**src/rtl/instr_fetch.sv**
```systemverilog
// instr_fetch: fetch stage of the 8-bit nRISC core.
// Presents pc to instruction memory, latches the returned word toward decode with a
// valid/ready handshake, computes the next PC (sequential, redirect or hold) and raises
// encerra once decode accepts the halt instruction.
// Optional feature: define INSTR_FETCH_PERF_EN to add the saturating fetch_count output.
module instr_fetch #(
  parameter int unsigned          ADDR_W     = 8,
  parameter int unsigned          DATA_W     = 8,
  parameter logic [DATA_W-1:0]    HALT_INSTR = DATA_W'(8'hFF)
) (
  input  logic              clock,
  input  logic              reset_n,
  input  logic [ADDR_W-1:0] pc,
  output logic [ADDR_W-1:0] imem_addr,
  input  logic [DATA_W-1:0] imem_data,
  input  logic              branch_taken,
  input  logic [ADDR_W-1:0] branch_target,
  input  logic              id_ready,
  output logic [ADDR_W-1:0] next_pc,
  output logic              encerra,
  output logic [DATA_W-1:0] instr,
  output logic [ADDR_W-1:0] instr_pc,
`ifdef INSTR_FETCH_PERF_EN
  output logic [15:0]       fetch_count,
`endif
  output logic              instr_valid
);

  typedef enum logic [1:0] {StFetch, StHaltPend, StHalted} state_e;

  state_e            state_q, state_d;
  logic [DATA_W-1:0] instr_q, instr_d;
  logic [ADDR_W-1:0] instr_pc_q, instr_pc_d;
  logic              valid_q, valid_d;
  logic              encerra_q, encerra_d;
  logic [ADDR_W-1:0] next_pc_c;
  logic              accept, load;

  assign imem_addr   = pc;
  assign instr       = instr_q;
  assign instr_pc    = instr_pc_q;
  assign instr_valid = valid_q;
  assign encerra     = encerra_q;
  // The PC register samples next_pc while held in reset, so force it to zero.
  assign next_pc     = reset_n ? next_pc_c : '0;

  // Next-state, next-PC and fetch-register update; branch beats halt beats load beats hold.
  always_comb begin
    state_d    = state_q;
    instr_d    = instr_q;
    instr_pc_d = instr_pc_q;
    valid_d    = valid_q;
    encerra_d  = encerra_q;
    next_pc_c  = pc;
    accept     = valid_q & id_ready;
    load       = (state_q == StFetch) & (~valid_q | id_ready) & ~branch_taken;
    case (state_q)
      StFetch: begin
        if (branch_taken) begin
          next_pc_c = branch_target;
          valid_d   = 1'b0;
        end else if (load) begin
          instr_d    = imem_data;
          instr_pc_d = pc;
          valid_d    = 1'b1;
          next_pc_c  = pc + ADDR_W'(1);
          if (imem_data == HALT_INSTR) state_d = StHaltPend;
        end else if (accept) begin
          valid_d = 1'b0;
        end
      end
      StHaltPend: begin
        // A redirect squashes the pending halt along with its instruction.
        if (branch_taken) begin
          next_pc_c = branch_target;
          valid_d   = 1'b0;
          state_d   = StFetch;
        end else if (accept) begin
          valid_d   = 1'b0;
          encerra_d = 1'b1;
          state_d   = StHalted;
        end
      end
      StHalted: begin
        valid_d   = 1'b0;
        encerra_d = 1'b1;
      end
      default: state_d = StFetch;
    endcase
  end

  // State and fetch registers; asynchronous reset clears everything.
  always_ff @(posedge clock or negedge reset_n) begin
    if (!reset_n) begin
      state_q    <= StFetch;
      instr_q    <= '0;
      instr_pc_q <= '0;
      valid_q    <= 1'b0;
      encerra_q  <= 1'b0;
    end else begin
      state_q    <= state_d;
      instr_q    <= instr_d;
      instr_pc_q <= instr_pc_d;
      valid_q    <= valid_d;
      encerra_q  <= encerra_d;
    end
  end

`ifdef INSTR_FETCH_PERF_EN
  logic [15:0] fetch_count_q;

  assign fetch_count = fetch_count_q;

  // Counts instructions handed to decode, saturating; survives branch and halt.
  always_ff @(posedge clock or negedge reset_n) begin
    if (!reset_n) begin
      fetch_count_q <= '0;
    end else if (accept && (fetch_count_q != 16'hFFFF)) begin
      fetch_count_q <= fetch_count_q + 16'd1;
    end
  end
`endif

endmodule

```
**config.mk**
```make
export PLATFORM = sky130hd
export DESIGN_NAME = instr_fetch
export DESIGN_NICKNAME = d
export VERILOG_FILES = /design/src/rtl/instr_fetch.sv
export SDC_FILE = /design/constraint.sdc
export NUM_CORES = 1
export LEC_CHECK = 0
export ABC_AREA = 1
export CORE_MARGIN = 2
export CORE_UTILIZATION = 47
export CTS_BUF_LIST = sky130_fd_sc_hd__clkbuf_4 sky130_fd_sc_hd__clkbuf_8
export DETAILED_ROUTE_END_ITERATION = 7
export HOLD_SLACK_MARGIN = 0.15
export PLACE_DENSITY = 0.87
export SLEW_MARGIN = 20
export SYNTH_ARGS = -nofsm -noshare
export SYNTH_HDL_FRONTEND = slang
export SYNTH_SLANG_ARGS = --single-unit
export TNS_END_PERCENT = 50
```
**constraint.sdc**
```tcl
create_clock -name clock -period 5.7 [get_ports clock]
set_input_delay 1.425 -clock clock [delete_from_list [all_inputs] [get_ports clock]]
set_output_delay 1.425 -clock clock [all_outputs]
set_load 0.02 [all_outputs]
```
==> impl_results.md <==
* Top-area cell type share of the netlist area at 0.343
* Max Cap Violations at 0
* RSZ-0062 raised after global routing: no
* CTS Sinks at 20
* Met3 wire length at 232 um
* Final Hold Viols at 0
* Vias post-DR at 1578
* Period minus WS final at 5.21 ns
* Outcome: finished clean
* Fmax at 192 MHz
* Seq cells post-synth at 20
* Synth area leader: dfrtp_1
* VDD IR max at 0.234 mV
* Cell repeated most along the worst path: nand2_1
* I/O pin total at 62
* Starting Density at 0.485
* Root buf cell: clkbuf_4
* Routed len/inst at 12.5 um
* First-pass GRT wire length at 6.01 mm
* Antenna diodes at 0
* Uppermost layer routed: met4
* Share of cells above drive strength 1 at 0.0644
* Synth top area cells: dfrtp_1 34%, nand2_1 21%, ha_1 5.2%, o21ai_0 4.8%, nand3_1 4.1%
* CP Capture Type: output port
* Kind of critical path: in2out
* CP max stage cell: clkdlybuf4s50_1
* Static leakage at 0.955 nW
* Register area share after synthesis at 0.343
* Critical path's top delay family: buffers and inverters
* Clock slew at reported path FFs at 0.11 ns
* CP startpoint kind: input port
* GP Congestion at 0.886
* Clock buffer depth at 2
* Fin. max-slew vios at 0
* Syn_area_per_cell at 6.84 um^2
* Post-synth ARST share at 1.00
* Slew HR at 0.562
* Worst Slack Setup Final at 0.492 ns
* Nets at 299
* Setup WS pre-CTS at 0.496 ns
* EDFF count, synth at 0
* TritonCTS clock tree: done
* Vias in the first global route at 1328
* Unique masters post-synth at 30
* Post-Syn Instances at 213
* CTS buffer count at 3
* Total Wirelength at 3.72 mm
* Met1 WL at 1.76 mm
* Grt total ovfl at 0
* Post-route setup TNS at 0 ns
* P&R area growth vs syn at 40.9%
* Initial antenna violation count at 0
* Post-CTS Resized at 0
* Setup Buffers After CTS at 0
* CP Cell Sequence: clkdlybuf4s50_1 -> inv_6 -> nand3_4 -> inv_2 -> nand2_1 -> nand2_1 -> nand2_1 -> a21oi_1 -> clkdlybuf4s50_1
* Area of the core at 3000 um^2
* DP Wirelength at 2.90 mm
* Port Buffers at 61
* Least-Margin Pin Slew at 0.655 ns
* Met2 Wirelength at 1.70 mm
* Final period util at 0.914
* Post-Syn Area at 1460 um^2
* CTS Hold Bufs at 0
* All-layer global routing usage at 0.220
* CP peak stage delay at 0.63 ns
* RR Startpoint: state_q[0]$_DFFE_PN0P_
* Total of warnings raised by yosys at 0
* CP startpoint: branch_taken
* Drt pass-1 iters at 4
* Worst-Skew Late Latency at 0.29 ns
* PwrDens at 444 nW/um^2
* Pin count of the biggest net entering global routing at 27
* Post-DRT Antenna Nets at 0
* Site row count at 20
* Clk_skew at 0.00180 ns
* Detailed-route DRC error count at 0
* Hold Path Class: reg2reg
* Critical path data arrival time at 3.78 ns
* Commonest cells post-synth: 80 x nand2_1, 20 x dfrtp_1, 16 x nor2_1
* Die H at 59.7 um
* CP max FO at 26
* Req. time, crit path at 4.28 ns
* H-tree Lvls at 1
* Main synth FF type: dfrtp_1
* Setup Viol. Count Final at 0
* Worst path bufs/invs at 4
* Hold_sp: instr[2]$_DFFE_PN0P_
* Syn Nets at 247
* Vias/cell at 5.31
* Die area at 3560 um^2
* Count leader, synth: nand2_1
* DR iter-0 viols at 68
* Die width at 59.7 um
## sequential cells by signal (all words and copies together) (netlist names)
register / count
instr_valid: 1
instr: 8
encerra: 1
instr_pc: 8
state_q: 2
## final timing paths
check,to,slack (ns),cells after the start
max,next_pc[1],0.49,9
min,instr[2]$_DFFE_PN0P_,0.49,2
max reg2reg,state_q[0]$_DFFE_PN0P_,3.81,7
min reg2reg,instr[2]$_DFFE_PN0P_,0.49,2
max in group asynchronous,instr_pc[0]$_DFFE_PN0P_,3.59,2
min in group asynchronous,instr_valid$_DFFE_PN0P_,1.52,1
## cells by family after synthesis
family                     Yosys count  share of synthesized area
AOI/OAI and AO/OA                   32                      0.126
DFF                                 20                      0.343
adders and majority gates            6                     0.0515
and+or+nand+nor                    123                      0.363
buffers and inverters               32                      0.116
## power breakdown
part | leakage [nW] | total (W) | switching, W | internal [W]
sequential | 0.243 | 0.000244 | 0.0000379 | 0.000206
clock | 0.0210 | 0.0000808 | 0.0000419 | 0.0000389
combinational | 0.691 | 0.000588 | 0.000337 | 0.000251
total | 0.955 | 0.000913 | 0.000417 | 0.000496
## metrics by stage
step           cell area (um^2)  instances  utilization  hold slack [ns]  power (W)
2_1_floorplan              1460        213            -            0.509   0.000598
3_3_place_gp               2020        293        0.672            0.466   0.000824
3_5_place_dp               2020        293        0.672            0.466   0.000836
4_1_cts                    2050        297        0.684            0.493   0.000917
5_1_grt                    2050        297        0.684            0.521   0.000978
6_report                   2050        297        0.684            0.488   0.000913
## cell type report
class	count	area, um^2
clock buffers	4	36.3
repair buffers	62	618
well taps	33	41.3
fillers	251	950
flip-flops and latches	20	500
multi-input cells	161	788
inverters	17	68.8
## layer usage
layer,up-vias,global-route usage
li1,786,-
met1,727,0.311
met2,63,0.360
met3,2,0.0303
met4,0,0.0476
met5,-,0
## placed cells by master, fill, tap and decap left out, types with 2 or more instances in the layout
cell type,netlist,final
a211oi_1,2,2
nand3_1,12,12
nor2_2,3,3
a31oi_1,3,3
o21ai_0,14,14
inv_2,2,2
or2_2,2,2
clkbuf_4,0,3
ha_1,6,6
a21oi_1,7,7
dfrtp_1,20,20
inv_1,14,14
nand4_1,5,5
clkdlybuf4s50_1,0,61
nor2_1,16,16
nand2_1,80,80
## worst register-to-register path, cell delays in order (launching register included)
cell     delay [ns]
dfrtp_1        0.42
inv_1          0.13
ha_1           0.44
nand3_4        0.31
nand2_1        0.17
nand3_1        0.15
nor2_1         0.12
a21oi_1        0.05
(Power assumes the default switching activity.)
